## src/rtl/reg_delay_n.sv

```systemverilog
// Programmable-latency data/valid delay line with hold, flush and occupancy count.
// Re-aligns one stream against another where a matched, runtime-selectable latency is needed.
module reg_delay_n #(
    parameter int unsigned WIDTH = 32,
    parameter int unsigned DEPTH = 15,
    parameter int unsigned DLY_W = $clog2(DEPTH + 1)
) (
    input  logic             clk,
    input  logic             rst,
    input  logic [WIDTH-1:0] i_reg,
    input  logic             srdyi_reg,
    input  logic             i_hold,
    input  logic             i_flush,
    input  logic [DLY_W-1:0] i_dly,
    output logic [WIDTH-1:0] o_reg,
    output logic             srdyo_reg,
    output logic [DLY_W-1:0] o_dly,
    output logic [DLY_W-1:0] o_count
);
    localparam int unsigned IDX_W = (DEPTH > 1) ? $clog2(DEPTH) : 1;

    logic [WIDTH-1:0] r [DEPTH];
    logic [DEPTH-1:0] en;
    logic [DLY_W-1:0] dly_q;
    logic [DLY_W-1:0] count_q;
    logic [DLY_W-1:0] dly_clamp_c;
    logic [IDX_W-1:0] tap_c;
    logic             accept_c;
    logic             apply_c;

    // Requested delay limited to the physical range 1..DEPTH
    always_comb begin
        dly_clamp_c = i_dly;
        if (i_dly == '0) begin
            dly_clamp_c = DLY_W'(1);
        end else if (32'(i_dly) > DEPTH) begin
            dly_clamp_c = DLY_W'(DEPTH);
        end
    end

    assign tap_c     = IDX_W'(dly_q - DLY_W'(1));
    assign o_reg     = r[tap_c];
    assign srdyo_reg = en[tap_c] & ~i_hold;
    assign o_dly     = dly_q;
    assign o_count   = count_q;

    assign accept_c = srdyi_reg & ~i_hold & ~i_flush;
    // A tap change is only safe with nothing in flight, so no item sees a mixed latency
    assign apply_c  = (count_q == '0) && (dly_clamp_c != dly_q) && !accept_c && !i_flush;

    // Data shift chain
    always_ff @(posedge clk) begin
        if (rst) begin
            for (int i = 0; i < int'(DEPTH); i++) begin
                r[i] <= '0;
            end
        end else if (!i_hold) begin
            r[0] <= i_reg;
            for (int i = 1; i < int'(DEPTH); i++) begin
                r[i] <= r[i-1];
            end
        end
    end

    // Valid chain, occupancy and active delay
    always_ff @(posedge clk) begin
        if (rst) begin
            en      <= '0;
            count_q <= '0;
            dly_q   <= DLY_W'(DEPTH);
        end else begin
            // Clearing on apply keeps valids already past the old tap from re-emitting
            if (i_flush || apply_c) begin
                en <= '0;
            end else if (!i_hold) begin
                en <= DEPTH'({en, accept_c});
            end

            if (i_flush) begin
                count_q <= '0;
            end else begin
                count_q <= count_q + DLY_W'(accept_c) - DLY_W'(srdyo_reg);
            end

            if (apply_c) begin
                dly_q <= dly_clamp_c;
            end
        end
    end

endmodule

```

## config.mk

```make
export PLATFORM = sky130hd
export DESIGN_NAME = reg_delay_n
export DESIGN_NICKNAME = d
export VERILOG_FILES = /design/src/rtl/reg_delay_n.sv
export SDC_FILE = /design/constraint.sdc
export NUM_CORES = 1
export LEC_CHECK = 0
export ABC_AREA = 1
export BUFFER_PORTS_ARGS = -buffer_cell sky130_fd_sc_hd__buf_2
export CAP_MARGIN = 20
export CORE_ASPECT_RATIO = 1.2
export CORE_MARGIN = 2
export CORE_UTILIZATION = 62
export CTS_CLUSTER_SIZE = 12
export DETAILED_ROUTE_END_ITERATION = 10
export HOLD_SLACK_MARGIN = 0.06
export PLACE_DENSITY = 0.83
export SETUP_SLACK_MARGIN = 0.4
export SLEW_MARGIN = 20
export SYNTH_ARGS = -nofsm -noshare
export SYNTH_HDL_FRONTEND = slang
export SYNTH_SLANG_ARGS = --single-unit
```

## constraint.sdc

```tcl
create_clock -name clk -period 17.3 [get_ports clk]
set_input_delay 0.865 -clock clk [delete_from_list [all_inputs] [get_ports clk]]
set_output_delay 0.865 -clock clk [all_outputs]
set_load 0.01 [all_outputs]
```

* After elaboration in Yosys (flattened, before gate mapping)
Memories as Yosys holds them, arrays and structs flattened.
Cells that the tools add are included.
** Word-level totals
- Flip-flop bits (word level) :: 23
- Latch bits :: 0
- Memory bits (writable) :: 480
- Bits in read-only memories :: 0
- Input bits :: 41
- Word-level logic and storage cells :: 62
- Memories :: 1
** Memories
- r :: words 15, bits a word 32, rd ports 15, clocked after memory_dff 0, wr ports 15, line 22 : logic [WIDTH-1:0] r [DEPTH];
** Cells by class
- $add $sub $neg :: 3
- $mul :: 0
- Divide/modulo/power cells :: 0
- Order comparisons :: 1
- Equality and inequality tests :: 1
- Shift operators :: 0
- Mux-type cells :: 23
- Bitwise operators :: 20
- Reduce and logical (&&, ||, !) cells :: 10
** Operator list (count)
- 32-bit 2-to-1 mux :: 15
- 1-bit bitwise OR :: 15
- 4-bit logical NOT :: 2
- 1-bit 2-to-1 mux :: 6
- 4-bit by 5-bit < comparator with 1-bit output (second input constant) :: 1
- 4-bit by 1-bit adder with 4-bit output :: 1
- 1-bit binary-select mux with 4-bit select :: 1
- 4-bit 2-to-1 mux :: 1
- 4-bit != test :: 1
- 2-bit OR reduction :: 2
- 4-bit by 1-bit subtractor with 4-bit output :: 1
- 4-bit by 1-bit subtractor with 4-bit output (second input constant) :: 1
- 1-bit AND :: 3
- 1-bit logical AND :: 3
- 1-bit logical NOT :: 2
- 1-bit NOT :: 2
- 1-bit logical OR :: 1

* Logic depth before layout (Yosys ltp)
Gate-level depths: netlist of the first run.
- Depth in word-level cells :: 8
- Depth in mapped cells :: 21
- Gate-level depth less buffers :: 15

* Least setup slack after synthesis of the first run
Ideal clock, no wire load.
- Kind :: in2reg
- Start :: input port i_hold
- End :: memory r[0][0], enable pin
- Setup time :: 3.451 ns
- Data arrival time :: 9.101 ns
- Data required time :: 13.849 ns
- Slack :: 4.749 ns
- Cell stages on the path :: 3
- Cell sequence :: buf_2 buf_1 nand2_1
** RTL lines
- start: declaration :: line 12 : input logic i_hold,
- end: declaration :: line 22

* Worst setup path after layout of the first run
- Start :: register dly_q[0] (netlist: o_dly[0])
- End :: output port o_reg[6]
** On the way
- Word-level cells in the longest chain between the ends :: 2
** Ends and longest elaborated chain
- start: declaration :: line 24 : logic [DLY_W-1:0] dly_q;
- start signal: assignment :: line 70 : dly_q <= DLY_W'(DEPTH);
- start signal: assignment :: line 86 : dly_q <= dly_clamp_c;
- 4-bit by 1-bit subtractor with 4-bit output :: line 41 : assign tap_c = IDX_W'(dly_q - DLY_W'(1));
- memory read 15 x 32 bit
- end: declaration :: line 15 : output logic [WIDTH-1:0] o_reg,
Every way passes these cells.

==> flow_summary.json, run 1 <==
{
  "outcome": "finished clean",
  "r2r_cells": 15,
  "ys_ff_latch": 503,
  "clockBufferDepth": 3,
  "vias_per_cell": 5.66,
  "num-fill-cells": 2741,
  "hold_slack_ps": 471,
  "timing.slew.headroom_pct": 8.81,
  "hold_violations": 0,
  "critPathArrivalTime_ps": 4580,
  "min_to": "en[0]",
  "reg2reg_to": "o_count[2]",
  "grt_pass1_wl_um": 79800,
  "synth_cells": 2474,
  "clkPwrFrac_pct": 31.0,
  "grt_overflow": 0,
  "grtUsageTotal_pct": 24.8,
  "critPathCaptureType": "output port",
  "ant_nets": 0,
  "antenna_found_initial": 0,
  "tightest_slew_ps": 1370,
  "die-area_sq_um": 39700,
  "routed_wl_um": 49500,
  "wire_per_inst_um": 16.7,
  "cts_setup_buffers": 0,
  "avgSynthCellArea_sq_um": 9.55,
  "root_buffer": "clkbuf_16",
  "vias": 16800,
  "yosysTopAreaCell": "edfxtp_1",
  "finalSetupTns_ps": 0,
  "ios": 82,
  "port_buffers": 81,
  "seq_power_share_pct": 45.0,
  "worstPathMaxFanout": 104,
  "synth_flop_cell": "edfxtp_1",
  "synthArstFlopShare_pct": 0,
  "fin_skew_ps": 16.5,
  "power.density_nw_per_um2": 129,
  "p_int_mw": 2.25,
  "syn_to_final_growth_pct": 8.07,
  "hold_buffers": 0,
  "gp_congestion": 0.752,
  "cts_buffers": 50,
  "tritoncts": "yes",
  "crit_type": "reg2out",
  "post_cts_resized": 0,
  "worstHoldStart": "en[0]",
  "final_cell_mix": "nor2_1, inv_1, edfxtp_1, o21ai_0, o211ai_1",
  "synth_warnings": 0,
  "pwr-share-comb_pct": 24.0,
  "drt-initial-drc-count": 2235,
  "drive_gt1_share_pct": 6.78,
  "clock.fmax_mhz": 184,
  "synth_cell_types": 26,
  "setup_viol": 0,
  "clk_latency_ps": 570,
  "seq_area_frac_synth_pct": 63.0,
  "p_leak_nw": 10.1,
  "syn_area_sq_um": 23600,
  "std_cell_rows": 78,
  "drc": 0,
  "rr_startpoint": "o_dly[0]",
  "grt_pass1_vias": 16100,
  "die_x_um": 182,
  "hold_path_class": "reg2reg",
  "clk_pin_slew_worst_paths_ps": 60,
  "grt_max_degree": 254,
  "drv_cap": 0,
  "die_h_um": 218,
  "peakVddDrop_mv": 0.0930,
  "start_kind": "register",
  "start_util_pct": 62.7,
  "yosysTopAreaCellShare_pct": 61.0,
  "crit_path_start": "o_dly[0]",
  "h-tree-depth": 2,
  "hpwl_um": 26000,
  "core_area_sq_um": 37700,
  "p_switching_mw": 1.03,
  "rsz0062_at_grt": "no",
  "multiInputGateArea_sq_um": 6120,
  "synth_area_leaders": "edfxtp_1, nor2_1, inv_1",
  "layout_commonest_cell": "nor2_1",
  "ff2ff_setup_slack_ps": 12420,
  "clock_sinks": 503,
  "required_ps": 16430,
  "diodes": 0,
  "dr.pass1.iters": 5,
  "synth_edf_count": 480,
  "min_period_ps": 5440,
  "hold_path_depth": 2,
  "power.share.switching_pct": 31.5,
  "syn-num-nets": 2522,
  "drv_slew": 0,
  "fin_crit_sh_pct": 31.5,
  "final_nets": 2514,
  "regArea_sq_um": 14900
}
[power groups by stage]
| stage | registers (mW) | logic, mW | clock network [mW] |
|---|---|---|---|
| floorplan | 1.50 | 0.560 | 0 |
| global placement | 1.49 | 0.749 | 0 |
| detailed placement | 1.50 | 0.773 | 0 |
| CTS | 1.48 | 0.785 | 1.03 |
| global route | 1.49 | 0.870 | 1.07 |
| finish | 1.48 | 0.788 | 1.02 |
[how the worst max path moves through the flow]
stage	endpoint	cells after the start
after floorplan	r[0][0]	3
after global placement	r[5][0]	7
after detailed placement	r[3][16]	7
after CTS	o_reg[19]	8
after global routing	o_reg[8]	8
final	o_reg[6]	8
[worst max-delay path: stages, from the launching register on]
cell and delay [ps]:
dfxtp_4 860, inv_4 480, ha_4 660, buf_4 840, o21ai_0 250, o211ai_1 330, nand3_1 160, nand2_1 160
buf_2 140
[stage by stage]
step	area [sq um]	util [%]	cells	setup slack (ps)	power, mW
finish	25500	67.8	2973	11860	3.29
global route	25500	67.8	2973	11550	3.43
CTS	25500	67.8	2973	11850	3.29
detailed placement	24000	63.8	2894	11970	2.27
global placement	24000	63.8	2894	12140	2.24
floorplan	23600	-	2474	4750	2.06
[registers in the layout (all words and copies together), names as in the netlist]
name     flops
en          15
r          480
o_dly        4
o_count      4
[logic make-up after synthesis]
group | after synthesis | share of synthesized area [%]
compound gates | 473 | 11.4
simple gates | 826 | 13.6
flops | 503 | 63.0
buf+inv | 659 | 11.3
xor+xnor | 6 | 0.334
fa+ha+maj | 7 | 0.403
[routing by layer]
| layer | vias up | share of wire (%) | global-route usage (%) |
|---|---|---|---|
| met4 | 0 | 2.1 | 7.37 |
| met5 | - | 0 | 0 |
| met1 | 8099 | 41 | 34.1 |
| met3 | 81 | 7.1 | 3.39 |
| li1 | 7979 | - | - |
| met2 | 664 | 50 | 41.6 |
[synthesized netlist by cell type (3+ instances only)]
library cell / count
edfxtp_1: 480
inv_2: 4
a21oi_1: 114
nand4_1: 4
o211ai_1: 130
buf_1: 6
ha_1: 6
xnor2_1: 3
buf_6: 6
dfxtp_1: 23
buf_4: 17
nand2_2: 3
nor2_1: 626
buf_2: 61
o21ai_0: 228
inv_1: 496
nand3_1: 77
nand2_1: 115
clkbuf_1: 68
[layout make-up]
type | count | area share (%)
inverters | 501 | 7.38
well taps | 480 | 2.35
repair buffers | 98 | 2.20
clock inverters | 8 | 0.333
flip-flops and latches | 503 | 58.3
clock buffers | 71 | 5.46
multi-input cells | 1312 | 24.0
(Power assumes the default switching activity.)
==> run 2, diff against run 1 <==
--- a/config.mk
+++ b/config.mk
@@ -10,11 +10,11 @@
 export CAP_MARGIN = 20
 export CORE_ASPECT_RATIO = 1.2
 export CORE_MARGIN = 2
-export CORE_UTILIZATION = 62
+export CORE_UTILIZATION = 56
 export CTS_CLUSTER_SIZE = 12
 export DETAILED_ROUTE_END_ITERATION = 10
 export HOLD_SLACK_MARGIN = 0.06
-export PLACE_DENSITY = 0.83
+export PLACE_DENSITY = 0.79
 export SETUP_SLACK_MARGIN = 0.4
 export SLEW_MARGIN = 20
 export SYNTH_ARGS = -nofsm -noshare
==> constraint.sdc (replaced) <==
create_clock -name clk -period 4.6 [get_ports clk]
set_input_delay 0.23 -clock clk [delete_from_list [all_inputs] [get_ports clk]]
set_output_delay 0.23 -clock clk [all_outputs]
set_load 0.01 [all_outputs]
==> flow_summary.json, run 2 (synthesized netlist as in run 1, its figures left out) <==
{
  "outcome": "finished clean",
  "largest_registers": "r x480, en x15",
  "grt_pass1_vias": 16100,
  "core_area_sq_um": 41700,
  "root_buffer": "clkbuf_16",
  "place_area_sq_um": 24300,
  "clock_sinks": 503,
  "largest_reg_flops": 480,
  "stdcell_count": 3077,
  "drv_slew": 0,
  "num-fill-cells": 3328,
  "final_nets": 2557,
  "clockBufferDepth": 3,
  "pwr-share-comb_pct": 24.8,
  "cts_setup_buffers": 0,
  "drive_gt1_share_pct": 6.80,
  "grtUsageTotal_pct": 22.5,
  "grt_max_degree": 132,
  "place_inst": 2967,
  "diodes": 0,
  "clock.fmax_mhz": 255,
  "critPathArrivalTime_ps": 3690,
  "fin_crit_sh_pct": 85.2,
  "regArea_sq_um": 14900,
  "finalSetupTns_ps": 0,
  "rsz0062_at_grt": "no",
  "std_cell_rows": 82,
  "crit_type": "reg2out",
  "gp_congestion": 0.793,
  "drt-initial-drc-count": 1875,
  "ant_nets": 0,
  "clkPwrFrac_pct": 29.8,
  "wire_per_inst_um": 16.1,
  "antenna_found_initial": 0,
  "start_util_pct": 56.7,
  "dr.pass1.iters": 6,
  "die_h_um": 229,
  "required_ps": 4370,
  "power.density_nw_per_um2": 468,
  "p_int_mw": 8.31,
  "cp_top_family": "buffers and inverters",
  "final_cell_mix": "nor2_1, inv_1, edfxtp_1, o21ai_0, o211ai_1",
  "timing.slew.headroom_pct": 30.4,
  "setup_viol": 0,
  "power.share.switching_pct": 31.7,
  "peakVddDrop_mv": 0.376,
  "p_switching_mw": 3.85,
  "slowest_stage": "buf_4",
  "vias": 16800,
  "seq_power_share_pct": 45.4,
  "p_total_mw": 12.2,
  "hold_violations": 0,
  "hold_slack_ps": 87.5,
  "path_buf_inv": 3,
  "ios": 82,
  "die-area_sq_um": 43800,
  "grt_overflow": 0,
  "final_util_pct": 62.4,
  "tightest_slew_ps": 1040,
  "fin_skew_ps": 12.9,
  "start_kind": "register",
  "layout_commonest_cell": "nor2_1",
  "place_ws_ps": 1250,
  "grt_pass1_wl_um": 80400,
  "critPathCaptureType": "output port",
  "worstPathMaxFanout": 84,
  "fin_area_sq_um": 26000,
  "min_period_ps": 3920,
  "h-tree-depth": 2,
  "die_x_um": 191,
  "multiInputGateArea_sq_um": 6130,
  "max_stage_delay_ps": 770,
  "clk_latency_ps": 560,
  "drv_cap": 0,
  "hpwl_um": 27000,
  "drc": 0,
  "port_buffers": 81,
  "tritoncts": "yes",
  "layout_setup_ws_ps": 682,
  "cp_cell_sequence": "inv_4 > ha_4 > buf_4 > o21ai_0 > o211ai_1 > nand3_1 > nand2_1 > buf_2",
  "p_leak_nw": 10.3,
  "clk_pin_slew_worst_paths_ps": 60,
  "hold_path_class": "in2reg",
  "vias_per_cell": 5.47,
  "cts_buffers": 49,
  "largest_register": "r",
  "syn_to_final_growth_pct": 10.1,
  "routed_wl_um": 49600
}
run 2: layer usage:
layer | vias up | track usage (%) | part of all wire, % | wire length [um]
li1 | 8060 | - | - | -
met5 | - | 0 | 0 | 0
met3 | 80 | 2.69 | 6.1 | 3040
met4 | 0 | 6.78 | 2.3 | 1140
met1 | 8117 | 31.7 | 42 | 21100
met2 | 584 | 36.9 | 49 | 24400
run 2: power by group through the flow:
stage	clock (mW)	sequential [mW]	combinational, mW
after floorplan	0	5.56	2.11
after global placement	0	5.59	2.88
after detailed placement	0	5.61	2.97
after CTS	3.67	5.52	3.02
after global routing	3.84	5.55	3.35
final	3.62	5.52	3.02
run 2: worst reg2reg max path, delay by kind of cell (launching register included):
kind	cells	cell delay, ps
XOR/XNOR	1	170
adder cells (fa/ha/maj)	4	1400
buffers and inverters	4	620
flip-flops	1	560
AND/OR/NAND/NOR	6	560
run 2: final cells by class:
| cell class | count | area share, % |
|---|---|---|
| sequential | 503 | 57.2 |
| multi-input combinational | 1312 | 23.6 |
| inverter | 501 | 7.24 |
| clock buffer | 66 | 5.16 |
| timing repair buffer | 142 | 4.05 |
| tap | 546 | 2.63 |
| clock inverter | 7 | 0.120 |
run 2: timing repair:
action | 4_1_cts | 5_1_grt
hold buffers | 37 | 0
setup endpoints to repair | 0 | 1
endpoints found under the hold margin | 40 | 0
gates resized for setup | 0 | 1
run 2: worst paths after layout:
| check | depth (start not counted) | slack, ps | end | from |
|---|---|---|---|---|
| worst max-delay path | 8 | 680 | o_reg[18] | o_dly[0] |
| worst min-delay path | 5 | 90 | o_dly[0] | i_dly[0] |
| worst max register to register | 15 | 1210 | o_count[2] | o_dly[0] |
| worst min register to register | 2 | 460 | en[14] | en[14] |
